`config.mk`:
```
export PLATFORM = sky130hd
export DESIGN_NAME = multiply_axis_exerciser
export DESIGN_NICKNAME = d
export VERILOG_FILES = /design/src/rtl/multiply_axis_exerciser.sv
export SDC_FILE = /design/constraint.sdc
export NUM_CORES = 1
export LEC_CHECK = 0
export ABC_CLOCK_PERIOD_IN_PS = 9600
export CAP_MARGIN = 20
export CELL_PAD_IN_SITES_DETAIL_PLACEMENT = 1
export CELL_PAD_IN_SITES_GLOBAL_PLACEMENT = 2
export CORE_MARGIN = 10
export CORE_UTILIZATION = 30
export CTS_CLUSTER_DIAMETER = 200
export DETAILED_ROUTE_END_ITERATION = 10
export PLACE_DENSITY = 0.9
export SLEW_MARGIN = 25
export SYNTH_ARGS = -nofsm -noshare
export SYNTH_HDL_FRONTEND = slang
export SYNTH_SLANG_ARGS = --single-unit
```
`constraint.sdc`:
```
create_clock -name clock -period 9.6 [get_ports clock]
set_input_delay 0.96 -clock clock [delete_from_list [all_inputs] [get_ports clock]]
set_output_delay 0.96 -clock clock [all_outputs]
set_load 0.005 [all_outputs]
```
`src/rtl/multiply_axis_exerciser.sv`:
```
// Traffic generator and checker for the multiply kernel's AXI-Stream ports:
// streams operands on A/B, checks C against A*B, and flags a stall when traffic stops.
module multiply_axis_exerciser #(
  parameter int DATA_W    = 32,
  parameter int NUM_BEATS = 16,
  parameter int TIMEOUT   = 256
) (
  input  logic              clock,
  input  logic              reset,
  input  logic              start,
  output logic [DATA_W-1:0] A_TDATA,
  output logic              A_TVALID,
  input  logic              A_TREADY,
  output logic [DATA_W-1:0] B_TDATA,
  output logic              B_TVALID,
  input  logic              B_TREADY,
  input  logic [DATA_W-1:0] C_TDATA,
  input  logic              C_TVALID,
  output logic              C_TREADY,
  output logic              busy,
  output logic              done,
  output logic              pass,
  output logic [15:0]       err_count,
  output logic              stall,
  output logic [2:0]        stall_ports
);

  localparam int CW = $clog2(NUM_BEATS + 1);
  localparam int TW = $clog2(TIMEOUT + 1);
  localparam logic [CW-1:0] BEATS     = CW'(NUM_BEATS);
  localparam logic [CW-1:0] LAST_BEAT = CW'(NUM_BEATS - 1);
  localparam logic [TW-1:0] WD_LIMIT  = TW'(TIMEOUT - 1);

  typedef enum logic [1:0] {
    ST_IDLE  = 2'd0,
    ST_RUN   = 2'd1,
    ST_DONE  = 2'd2,
    ST_STALL = 2'd3
  } state_t;

  state_t              state_r;
  logic [CW-1:0]       a_cnt_r;
  logic [CW-1:0]       b_cnt_r;
  logic [CW-1:0]       c_cnt_r;
  logic [TW-1:0]       wd_cnt_r;
  logic                run_s;
  logic                a_hs_s;
  logic                b_hs_s;
  logic                c_hs_s;
  logic                any_hs_s;
  logic                mismatch_s;
  logic                last_c_s;
  logic                timeout_s;
  logic [2*DATA_W-1:0] expect_s;
  logic [15:0]         err_next_s;

  // Stream qualifiers decode from state and registered counters only
  assign run_s    = (state_r == ST_RUN);
  assign A_TVALID = run_s && (a_cnt_r < BEATS);
  assign B_TVALID = run_s && (b_cnt_r < BEATS);
  assign C_TREADY = run_s && (c_cnt_r < BEATS);

  // Handshake decode, expected product and saturating error update
  always_comb begin
    a_hs_s     = A_TVALID && A_TREADY;
    b_hs_s     = B_TVALID && B_TREADY;
    c_hs_s     = C_TVALID && C_TREADY;
    any_hs_s   = a_hs_s || b_hs_s || c_hs_s;
    // Full-width product so the truncation matches the kernel's modular result
    expect_s   = ((2*DATA_W)'(c_cnt_r) + (2*DATA_W)'(1)) *
                 ((2*DATA_W)'(c_cnt_r) + (2*DATA_W)'(2));
    mismatch_s = (C_TDATA != expect_s[DATA_W-1:0]);
    last_c_s   = c_hs_s && (c_cnt_r == LAST_BEAT);
    timeout_s  = !any_hs_s && (wd_cnt_r == WD_LIMIT);
    if (c_hs_s && mismatch_s && (err_count != 16'hFFFF)) begin
      err_next_s = err_count + 16'd1;
    end else begin
      err_next_s = err_count;
    end
  end

  // Run-control FSM with beat counters, watchdog and registered status outputs
  always_ff @(posedge clock) begin
    if (reset) begin
      state_r     <= ST_IDLE;
      a_cnt_r     <= '0;
      b_cnt_r     <= '0;
      c_cnt_r     <= '0;
      wd_cnt_r    <= '0;
      A_TDATA     <= DATA_W'(1);
      B_TDATA     <= DATA_W'(2);
      busy        <= 1'b0;
      done        <= 1'b0;
      pass        <= 1'b0;
      stall       <= 1'b0;
      err_count   <= 16'd0;
      stall_ports <= 3'b000;
    end else begin
      case (state_r)
        ST_IDLE, ST_DONE: begin
          if (start) begin
            state_r     <= ST_RUN;
            a_cnt_r     <= '0;
            b_cnt_r     <= '0;
            c_cnt_r     <= '0;
            wd_cnt_r    <= '0;
            A_TDATA     <= DATA_W'(1);
            B_TDATA     <= DATA_W'(2);
            busy        <= 1'b1;
            done        <= 1'b0;
            pass        <= 1'b0;
            err_count   <= 16'd0;
            stall_ports <= 3'b000;
          end
        end
        ST_RUN: begin
          // TDATA tracks count+offset so it only moves on a completed handshake
          if (a_hs_s) begin
            a_cnt_r <= a_cnt_r + CW'(1);
            A_TDATA <= DATA_W'(a_cnt_r) + DATA_W'(2);
          end
          if (b_hs_s) begin
            b_cnt_r <= b_cnt_r + CW'(1);
            B_TDATA <= DATA_W'(b_cnt_r) + DATA_W'(3);
          end
          if (c_hs_s) begin
            c_cnt_r <= c_cnt_r + CW'(1);
          end
          err_count <= err_next_s;
          if (any_hs_s) begin
            wd_cnt_r <= '0;
          end else begin
            wd_cnt_r <= wd_cnt_r + TW'(1);
          end
          if (last_c_s) begin
            state_r <= ST_DONE;
            busy    <= 1'b0;
            done    <= 1'b1;
            pass    <= (err_next_s == 16'd0);
          end else if (timeout_s) begin
            state_r     <= ST_STALL;
            busy        <= 1'b0;
            stall       <= 1'b1;
            stall_ports <= {C_TREADY & ~C_TVALID, B_TVALID & ~B_TREADY, A_TVALID & ~A_TREADY};
          end
        end
        ST_STALL: begin
          state_r <= ST_STALL;
        end
        default: begin
          state_r <= ST_IDLE;
        end
      endcase
    end
  end

endmodule
```
* Word-level counts from Yosys, hierarchy flattened *
Index checks and enable logic that the tools add are counted.

storage, ports and cells
  input port bits = 38
  word-level logic and storage cells = 110
  register bits = 113
  output and inout bits = 90

cells by class
  equality and inequality tests = 15
  bitwise operators = 7
  reductions and logical operators = 26
  multiply operators = 1
  mux-type cells = 36
  order comparisons = 3
  add/subtract/negate cells = 9

operators with widths
  operator                                                count
  2-to-1 mux 32 bit                                       4
  case mux 32 bit (2 select lines)                        2
  2-to-1 mux 16 bit                                       2
  inequality test 32 x 12 -> 1 bit                        1
  case mux 16 bit (2 select lines)                        1
  case mux 5 bit (2 select lines)                         3
  2-to-1 mux 5 bit                                        4
  adder 5 x 2 -> 6 bit (second input constant)            3
  2-to-1 mux 9 bit                                        2
  case mux 9 bit (2 select lines)                         1
  AND reduction 3 bit                                     6
  adder 16 x 1 -> 16 bit (second input constant)          1
  logical NOT 16 bit                                      1
  inequality test 16 bit (second input constant)          1
  adder 5 x 1 -> 5 bit (second input constant)            3
  < comparator 5 bit (second input constant)              3
  multiplier 6 x 6 -> 12 bit                              1
  logical AND 1 bit                                       10
  inequality test 2 x 1 -> 1 bit (second input constant)  5
  adder 9 x 1 -> 9 bit (second input constant)            1
  == test 9 x 8 -> 1 bit (second input constant)          1
  2-to-1 mux 3 bit                                        3
  adder 5 x 1 -> 6 bit (second input constant)            1
  2-to-1 mux 1 bit                                        6
  other kinds (18)                                        31

* Longest topological paths before layout *
Gate-level depths: netlist of run 1.

  word-level depth = 10
  gate-level depth with buffers = 22
  depth with buffers taken out = 21

* Worst setup path after synthesis of run 1 *
OpenSTA, ideal clock, no wires.

  path type = reg-to-reg
  from = register c_cnt_r[0]
  to = register pass
  stages on the path, launching flop included = 22
  required time = 9.530 ns
  setup time = 0.070 ns
  setup slack = 4.558 ns
  clock period less this slack = 5.042 ns
  buffers on the path = 2
  data arrival time = 4.972 ns
  cell sequence = dfxtp_1 ha_1 and3_1 ha_1 inv_1 nand2_1 fa_1 inv_1 fa_1 fa_1 ha_1 buf_2 xor2_1 and3_1 a211oi_1 nand3_1 nand4b_1 buf_6 a2111o_1 a22oi_1 o2111ai_1 a21oi_1

between the ends
  word-level cells in the longest chain between the ends = 9
  elaborated cells on any way between the ends = 17
  classes of those cells = 2 x add/sub; 1 x mul; 1 x order compare; 3 x eq/ne; 3 x mux; 7 x reduce/logical

RTL lines
  what                                                                   line    RTL
  start, declared                                                        44      logic [CW-1:0] c_cnt_r;
  start signal, assigned                                                 127     c_cnt_r <= c_cnt_r + CW'(1);
  adder 5 x 1 -> 6 bit, or another cell as far along                     70      expect_s = ((2*DATA_W)'(c_cnt_r) + (2*DATA_W)'(1)) *
  multiplier 6 x 6 -> 12 bit or logical AND 1 bit (tied branches)        70, 61
  inequality test 32 x 12 -> 1 bit or logical AND 1 bit (tied branches)  72, 67
  logical AND 1 bit (2 in series)                                        75      if (c_hs_s && mismatch_s && (err_count != 16'hFFFF)) begin
  2-to-1 mux 16 bit                                                      75
  logical NOT 16 bit                                                     139     pass <= (err_next_s == 16'd0);
  2-to-1 mux 1 bit                                                       135     if (last_c_s) begin
  case mux 1 bit (2 select lines)                                        99      case (state_r)
  end signal, assigned                                                   139
  end, declared                                                          22      output logic pass,

Several ways; a longest one is shown, not always the timed one. The select of a mux whose other input is x is not followed.
A chain may end at the register's enable or synchronous reset.

* Worst setup path after layout of run 1 *
Same ends and word-level chain as after synthesis.

==> results.json, run 1 <==
{
  "synth_top_area_share_pct": 24.8,
  "design.die.area_mm2": 0.0217,
  "clkPwrFrac_pct": 50.6,
  "setup_viol": 0,
  "routedWlPerCell_um": 16.4,
  "synth-seq-area-share_pct": 24.8,
  "vias": 4462,
  "ir_drop_v": 0.000108,
  "initial_utilization_pct": 30.5,
  "clk_latency_ns": 0.33,
  "grt_pass1_vias": 4699,
  "maxCapViolCount": 0,
  "pin_count": 128,
  "endpoint_kind": "flip-flop",
  "clock_path_buffers": 2,
  "worstSetupStartpointType": "flip-flop",
  "gp_congestion": 0.884,
  "layout.nets": 767,
  "cts_buffers": 9,
  "synth_ff_type": "dfxtp_1",
  "async_flop_share_pct": 0,
  "r2r_cells": 20,
  "crit_path_max_fanout": 17,
  "cts_tree": "built",
  "firstDrtPassIters": 4,
  "power.internal_uw": 518,
  "powerDensity_mw_per_mm2": 116,
  "seqPwrFrac_pct": 37.7,
  "numPlacedInstances": 883,
  "slew_viol_final": 0,
  "period_needed_ns": 6.33,
  "rsz0062_at_grt": "false",
  "clock_skew_ns": 0.00570,
  "grt-ovfl-total": 0,
  "crit_arrival_ns": 6.59,
  "fp-row-count": 46,
  "diodes": 0,
  "grt_max_degree": 55,
  "antenna_found_initial": 0,
  "hp-class": "reg2reg",
  "drc": 0,
  "yosys_warnings": 0,
  "outcome": "finished, final reports clean",
  "clk_pin_slew_worst_paths_ns": 0.05,
  "port_buffers": 75,
  "hold_depth": 2,
  "htreeDepth": 3,
  "switching_share_pct": 24.0,
  "die_y_um": 147,
  "synthCells": 619,
  "viasPerCell": 4.97,
  "synth_commonest_cells": "74 x nor2_1, 60 x dfxtp_1, 55 x nand2_1",
  "grtUsageTotal_pct": 13.1,
  "cts_num_sinks": 60,
  "grt_pass1_wl_um": 23800,
  "yosysTopAreaCell": "dfxtp_1",
  "final_layout_size_suffix_gt1_share_pct": 3.81,
  "placed_area_mm2": 0.00556,
  "syn_area_per_cell_um2": 7.83,
  "path_class": "reg2reg",
  "wl_um": 14700,
  "tns_ns": 0,
  "synth_most_common_cell": "nor2_1",
  "p_leak_nw": 2.39,
  "clockRootBuffer": "clkbuf_16",
  "max_freq_mhz": 158,
  "power_frac_comb_pct": 11.7,
  "die_w_um": 147,
  "worst_slew_pin_slew_ns": 0.898,
  "area_growth_pct": 21.2,
  "synth_seq_cells": 60,
  "synth_cell_types": 61,
  "coreArea_mm2": 0.0159,
  "netlist_top_cells_area": "dfxtp_1 25%, ha_1 9.0%, buf_4 8.2%, fa_1 6.6%, nor2_1 5.7%",
  "drt_iter0_drc": 242,
  "cp_data_required_time_ns": 9.86,
  "fin_area_mm2": 0.00588,
  "synth_edf_count": 0,
  "hold_viol": 0,
  "hold_buffers": 0,
  "slew_headroom_pct": 40.1,
  "netlist_area_mm2": 0.00485,
  "cts_setup_buffers": 0,
  "fin_crit_sh_pct": 65.9,
  "place_hpwl_um": 11500,
  "postRouteAntennaNets": 0,
  "fillCellCount": 1982,
  "final_cells": 898,
  "p_switching_uw": 164,
  "ctsResizeCount": 0
}
metal layers:
metal	part of all wire, %	vias up	GRT usage [%]
li1	-	2154	-
met1	43	2190	15.1
met2	51	94	23.4
met3	4.2	24	2.92
met4	1.9	0	4.26
met5	0	-	0
worst paths after layout:
check / endpoint / start / slack, ns
worst max-delay path: pass / c_cnt_r[0] / 3.27
worst min register to register: B_TDATA[3] / B_TDATA[3] / 0.47
worst min-delay path: B_TDATA[3] / B_TDATA[3] / 0.47
worst max register to register: pass / c_cnt_r[0] / 3.27
critical path: stages (launching register included):
cell,delay (ns)
dfxtp_1,0.68
ha_1,0.33
and3_1,0.18
ha_1,0.26
inv_1,0.14
nand2_1,0.08
fa_1,0.50
inv_1,0.04
ha_1,0.29
fa_1,0.57
inv_1,0.07
fa_1,0.50
xnor2_1,0.14
nor4_1,0.30
nand4_1,0.23
nor3_1,0.28
nand4b_1,0.48
a211o_2,0.47
a2111oi_2,0.41
o2111ai_1,0.15
a21oi_1,0.15
logic make-up (layout without fill, tap and decap cells):
kind of cell | after synthesis | count (layout) | share of synthesized area, %
mux | 8 | 8 | 1.73
flops | 60 | 60 | 24.8
buf+inv | 114 | 125 | 13.2
compound gates | 109 | 109 | 14.3
fa+ha+maj | 51 | 51 | 15.6
other cells | 1 | 53 | 0.0773
xor+xnor | 26 | 26 | 4.70
simple gates | 250 | 250 | 25.6
power by group through the flow:
stage	sequential (mW)	combinational, mW	clock [mW]
after global placement	0.262	0.0768	0
final	0.257	0.0801	0.345
after floorplan	0.261	0.0597	0
after global routing	0.258	0.0892	0.364
after CTS	0.257	0.0797	0.352
after detailed placement	0.262	0.0785	0
layout make-up:
cell class / instances / area, um2 / share of cell area (%)
multi-input cells: 497 / 3200 / 54.5
clock inverters: 4 / 73.8 / 1.26
clock buffers: 11 / 243 / 4.13
well taps: 216 / 270 / 4.60
repair buffers: 77 / 761 / 12.9
flip-flops and latches: 60 / 1200 / 20.4
inverters: 33 / 124 / 2.11
cell usage in the layout (no fill, tap or decap), types with 4 or more instances in the layout:
cell             instances
a22oi_1                  4
and3_1                  22
a311oi_1                 4
o21ai_0                 15
xnor2_1                  9
a31oi_1                  7
nor2b_1                  6
nand2_1                 55
nor3b_1                  4
fa_1                    16
clkdlybuf4s50_1         74
ha_1                    35
nand2b_1                 9
a21oi_1                 38
nand3_1                 27
nand4_1                  7
o21ai_1                  6
xor2_1                  17
nor3_1                  10
nor2_1                  74
and2_1                   9
dfxtp_1                 60
clkbuf_16                9
nor4_1                   9
mux2i_1                  5
a211oi_1                12
conb_1                  53
inv_1                   33
registers in the layout, indices dropped and copies added, names as in the netlist, 2 cells and up:
signal and count:
A_TDATA 6, B_TDATA 5, a_cnt_r 5, b_cnt_r 5, c_cnt_r 5, err_count 16, stall_ports 3, state_r 2
wd_cnt_r 9
stage by stage:
step	utilization [%]	power [mW]	hold slack, ns	setup slack, ns
finish	37.0	0.682	0.465	3.27
CTS	37.0	0.689	0.472	3.29
global route	37.0	0.711	0.491	2.82
floorplan	-	0.321	0.439	4.56
detailed placement	35.0	0.341	0.465	3.29
global placement	35.0	0.339	0.451	3.66
No activity file was read; power rests on OpenSTA's default activity.
==> inputs of run 2 (changes only) <==
ABC_CLOCK_PERIOD_IN_PS = 5300   (was 9600)
CORE_UTILIZATION = 25   (was 30)
PLACE_DENSITY = 0.81   (was 0.9)
clock period = 5.3 ns   (was 9.6 ns; I/O delays follow)
==> run 2 against run 1 <==
- design area rose by 8.6%
- clock power rose by 58%
- critical path type unchanged
- critical path depth rose by 1
- sequential power rose by 80%
- cell count rose by 9.2%
- core utilization fell by 3.2 points
- hold slack improved by 0.0022 ns
- register-to-register slack got worse by 3.1 ns
- sequential share of layout area fell by 1.5 points
- combinational power rose by 92%
- global-route usage fell by 1.8 points
- critical endpoint unchanged
- setup slack got worse by 3.1 ns
- highest routed layer unchanged
==> results.json, run 2 (same netlist as run 1, synthesis figures left out) <==
{
  "r2r_cells": 21,
  "setup_slack_ns": 0.197,
  "layout.nets": 805,
  "maxCapViolCount": 0,
  "use_met1_pct": 13.6,
  "powerDensity_mw_per_mm2": 182,
  "postRouteAntennaNets": 0,
  "clock_skew_ns": 0.00494,
  "fin_crit_sh_pct": 96.3,
  "drt_iter0_drc": 261,
  "crit_path_max_fanout": 5,
  "r2r_start": "c_cnt_r[1]",
  "cts_tree": "built",
  "diodes": 0,
  "grt-ovfl-total": 0,
  "design.die.area_mm2": 0.0254,
  "grt_pass1_wl_um": 23900,
  "routedWlPerCell_um": 15.4,
  "path_class": "reg2reg",
  "r2r-end": "pass",
  "port_buffers": 75,
  "gp_congestion": 0.808,
  "hp-class": "reg2reg",
  "max_freq_mhz": 196,
  "firstDrtPassIters": 4,
  "reg_top3": "err_count: 16 flops, wd_cnt_r: 9 flops, A_TDATA: 6 flops",
  "period_needed_ns": 5.10,
  "clk_pin_slew_worst_paths_ns": 0.06,
  "cts_num_sinks": 60,
  "reg2reg_slack_ns": 0.20,
  "final_layout_size_suffix_gt1_share_pct": 13.3,
  "slew_viol_final": 0,
  "clock_path_buffers": 2,
  "coreArea_mm2": 0.0189,
  "final_util_pct": 33.8,
  "cp_data_required_time_ns": 5.56,
  "hold_buffers": 0,
  "crit_arrival_ns": 5.37,
  "clk_latency_ns": 0.33,
  "hold_depth": 2,
  "initial_utilization_pct": 25.7,
  "total_power_mw": 1.16,
  "min_from": "A_TDATA[4]",
  "die_w_um": 159,
  "slew_headroom_pct": 53.1,
  "p_leak_nw": 2.56,
  "fp-row-count": 50,
  "antenna_found_initial": 0,
  "place_hpwl_um": 11600,
  "worst_slew_pin_slew_ns": 0.703,
  "ir_drop_v": 0.000154,
  "fillCellCount": 2343,
  "registers.top_by_ff_count": "err_count",
  "die_y_um": 159,
  "wl_um": 15100,
  "hold_viol": 0,
  "grt_max_degree": 33,
  "endpoint_kind": "flip-flop",
  "outcome": "finished, final reports clean",
  "drc": 0,
  "grtUsageTotal_pct": 11.3,
  "worstSetupStartpointType": "flip-flop",
  "met3_usage_pct": 3.33,
  "place_ws_ns": -0.0438,
  "vias": 4522,
  "pin_count": 128,
  "clockRootBuffer": "clkbuf_16",
  "htreeDepth": 3,
  "setup_viol": 0,
  "cts_buffers": 9,
  "layout_common_cells": "74 x nor2_1, 74 x clkdlybuf4s50_1, 58 x dfxtp_1",
  "area_growth_pct": 31.6,
  "use_met2_pct": 19.2,
  "grt.busiest_layer": "met2",
  "viasPerCell": 4.61,
  "hold_end": "A_TDATA[4]",
  "largest_reg_flops": 16,
  "grt_pass1_vias": 4665
}
-- run 2: worst max path at each step --
stage               slack [ns]        from  cells past startpoint    to
floorplan                 0.26  c_cnt_r[0]                     21  pass
global placement          0.07  c_cnt_r[2]                     20  pass
detailed placement       -0.04  c_cnt_r[1]                     18  pass
CTS                      -0.04  c_cnt_r[1]                     21  pass
global route             -0.07  c_cnt_r[2]                     20  pass
finish                    0.20  c_cnt_r[1]                     21  pass
-- run 2: final cells by class --
cell class	count	area (um2)	area share, %
sequential	60	1210	18.9
tap	260	325	5.10
clock buffer	9	225	3.53
inverter	33	124	1.94
clock inverter	7	52.6	0.823
timing repair buffer	115	1050	16.4
multi-input combinational	497	3400	53.3
-- run 2: metrics by stage --
step	area, um2	cells	hold WS, ns	setup TNS [ns]
after floorplan	5040	671	0.439	0
after global placement	5850	958	0.453	0
after detailed placement	5850	958	0.465	-0.0438
after CTS	6150	974	0.473	-0.0361
after global routing	6380	981	0.498	-0.0788
final	6380	981	0.468	0
-- run 2: routing by layer --
metal,part of all wire (%),wire [um]
met3,4.5,672
met5,0,0
met4,1.0,158
met1,45,6810
met2,49,7430
-- run 2: what timing repair did --
item	CTS	global route
gates cloned	0	1
gates resized for setup	4	36
pin swaps	3	21
setup buffers	0	6
setup endpoints to repair	3	15
-- run 2: critical path: stages, from the launching register on --
cell and delay (ns):
dfxtp_4 0.37, ha_2 0.18, buf_4 0.12, xor2_1 0.14, buf_4 0.16, nand2b_1 0.09
fa_1 0.54, inv_1 0.04, ha_1 0.28, fa_1 0.53, inv_1 0.08, fa_2 0.57
xnor2_1 0.06, nor4_1 0.18, nand4_1 0.23, nor3_2 0.24, nand4b_1 0.24, buf_6 0.21
a2111o_1 0.36, a22oi_2 0.18, o2111ai_2 0.13, a21oi_1 0.13
-- run 2: power by group --
part	total (mW)	internal, mW	switching (mW)
clock	0.545	0.318	0.227
sequential	0.463	0.456	0.00610
combinational	0.154	0.0664	0.0879
total	1.16	0.841	0.321
==> inputs of run 3 (changes only) <==
CORE_MARGIN = 2   (was 10)
==> run 3 against run 2 <==
- die area fell by 19%
- clock skew barely moved
- combinational power barely moved
- routed wire length fell by 3.9%
- critical endpoint unchanged
- first-iteration DRC count fell by 29%
- cell count rose by 0.20%
- clock power barely moved
==> results.json, run 3 (same netlist as run 1, synthesis figures left out) <==
{
  "slew_headroom_pct": 54.4,
  "setup_slack_ns": 0.204,
  "final_util_pct": 34.5,
  "register_area_mm2": 0.00121,
  "vias": 4542,
  "reg2reg_slack_ns": 0.20,
  "final_layout_size_suffix_gt1_share_pct": 15.6,
  "registers.top_by_ff_count": "err_count",
  "area_growth_pct": 34.5,
  "grt_pass1_wl_um": 22400,
  "max_freq_mhz": 196,
  "ir_drop_v": 0.000144,
  "placed_area_mm2": 0.00586,
  "grt_max_degree": 35,
  "die_y_um": 143,
  "maxCapViolCount": 0,
  "r2r_start": "c_cnt_r[1]",
  "outcome": "finished, final reports clean",
  "layout_common_cells": "74 x clkdlybuf4s50_1, 73 x nor2_1, 58 x dfxtp_1",
  "period_needed_ns": 5.10,
  "cpMaxStageDelayCell": "fa_1",
  "grt.busiest_layer": "met2",
  "viasPerCell": 4.62,
  "worstSetupStartpointType": "flip-flop",
  "firstDrtPassIters": 4,
  "drc": 0,
  "grt-ovfl-total": 0,
  "met3_usage_pct": 2.92,
  "fin_crit_sh_pct": 96.2,
  "hold_depth": 2,
  "setup_viol": 0,
  "layout.nets": 807,
  "crit_arrival_ns": 5.36,
  "holdWs_ns": 0.465,
  "fp-row-count": 50,
  "multi_input_area_mm2": 0.00352,
  "cts_tree": "built",
  "drt_iter0_drc": 185,
  "layout_commonest_cell": "clkdlybuf4s50_1",
  "clk_pin_slew_worst_paths_ns": 0.06,
  "powerDensity_mw_per_mm2": 178,
  "clock_skew_ns": 0.00486,
  "cts_buffers": 9,
  "path_cells": "buf_6, clkinvlp_4, ha_4, or2_4, fa_1, fa_2, fa_1, inv_1, ha_4, nand3b_1, and3_1, a211oi_2, buf_4, nand3_1, nand4b_1, buf_6, a2111o_1, a22oi_2, o2111ai_1, a21oi_1",
  "p_leak_nw": 2.59,
  "clock_path_buffers": 2,
  "tns_ns": 0,
  "grt_pass1_vias": 4448,
  "crit_path_max_fanout": 6,
  "hp-class": "reg2reg",
  "htreeDepth": 3,
  "antenna_found_initial": 0,
  "hold_end": "B_TDATA[3]",
  "path_class": "reg2reg",
  "clockRootBuffer": "clkbuf_16",
  "pin_count": 128,
  "use_met2_pct": 23.8,
  "fin_area_mm2": 0.00653,
  "hold_viol": 0,
  "initial_utilization_pct": 25.7,
  "power.internal_uw": 842,
  "p_switching_uw": 322,
  "slew_viol_final": 0,
  "grtUsageTotal_pct": 13.7,
  "fillCellCount": 2287,
  "design.die.area_mm2": 0.0205,
  "place_hpwl_um": 10700,
  "largest_reg_flops": 16,
  "seqPwrFrac_pct": 39.8,
  "endpoint_kind": "flip-flop",
  "min_from": "B_TDATA[3]",
  "use_met1_pct": 17.3,
  "cp_data_required_time_ns": 5.56,
  "postRouteAntennaNets": 0,
  "power_frac_comb_pct": 13.3,
  "port_buffers": 75,
  "worst_slew_pin_slew_ns": 0.685,
  "clkPwrFrac_pct": 46.9,
  "switching_share_pct": 27.6,
  "coreArea_mm2": 0.0189,
  "gp_congestion": 0.816,
  "r2r_cells": 20,
  "reg_top3": "err_count: 16 flops, wd_cnt_r: 9 flops, A_TDATA: 6 flops",
  "r2r-end": "pass",
  "cp_slowest_stage_delay_ns": 0.55,
  "place_ws_ns": -0.0830,
  "diodes": 0,
  "wl_um": 14500,
  "cts_num_sinks": 60,
  "clk_latency_ns": 0.33,
  "routedWlPerCell_um": 14.7,
  "die_w_um": 143
}
## run 3: changes by cell type in the layout (fill, tap and decap cells not counted), sizes merged
cell      change
clkinvlp      +1
buf           +2
inv           -1
## run 3: what timing repair did
action / in CTS / in global routing
resized for setup: 13 / 48
endpoints found under the setup margin: 3 / 17
endpoints found under the hold margin: 0 / 0
hold buffers: 0 / 0
pin swaps: 6 / 26
setup buffers: 1 / 7
## run 3: worst max-delay path by stage
stage / to / cells after the start / start
2_1_floorplan: pass / 21 / c_cnt_r[0]
3_3_place_gp: pass / 20 / c_cnt_r[0]
3_5_place_dp: pass / 21 / c_cnt_r[0]
4_1_cts: pass / 20 / c_cnt_r[0]
5_1_grt: pass / 21 / c_cnt_r[0]
6_report: pass / 20 / c_cnt_r[1]
## run 3: worst max-delay path: cells and delay by family (launching register included)
kind | cells | cell delay, ns
AND/OR/NAND/NOR | 5 | 0.93
buffers and inverters | 5 | 0.68
flip-flops | 1 | 0.36
adder cells (fa/ha/maj) | 5 | 2.08
AO/OA/AOI/OAI | 5 | 0.97
## run 3: routing by layer
layer / part of all wire (%) / vias up
met1: 45 / 2214
met2: 50 / 84
li1: - / 2234
met3: 4.0 / 10
met5: 0 / -
met4: 0.82 / 0
## run 3: metrics by stage
stage	instances	power [mW]
6_report	983	1.16
5_1_grt	983	1.22
4_1_cts	976	1.18
3_5_place_dp	959	0.623
3_3_place_gp	959	0.621
2_1_floorplan	671	0.581
## run 3: layout make-up
class,count,share of cell area [%]
sequential,60,18.5
multi-input combinational,497,53.9
clock inverter,7,0.805
timing repair buffer,117,16.4
tap,260,4.99
inverter,33,1.96
clock buffer,9,3.45
## run 3: power groups by stage
stage               Sequential (mW)  Clock, mW  Combinational (mW)
finish                        0.463      0.546               0.155
global placement              0.473          0               0.148
global route                  0.464      0.580               0.173
floorplan                     0.473          0               0.108
CTS                           0.463      0.562               0.152
detailed placement            0.473          0               0.149
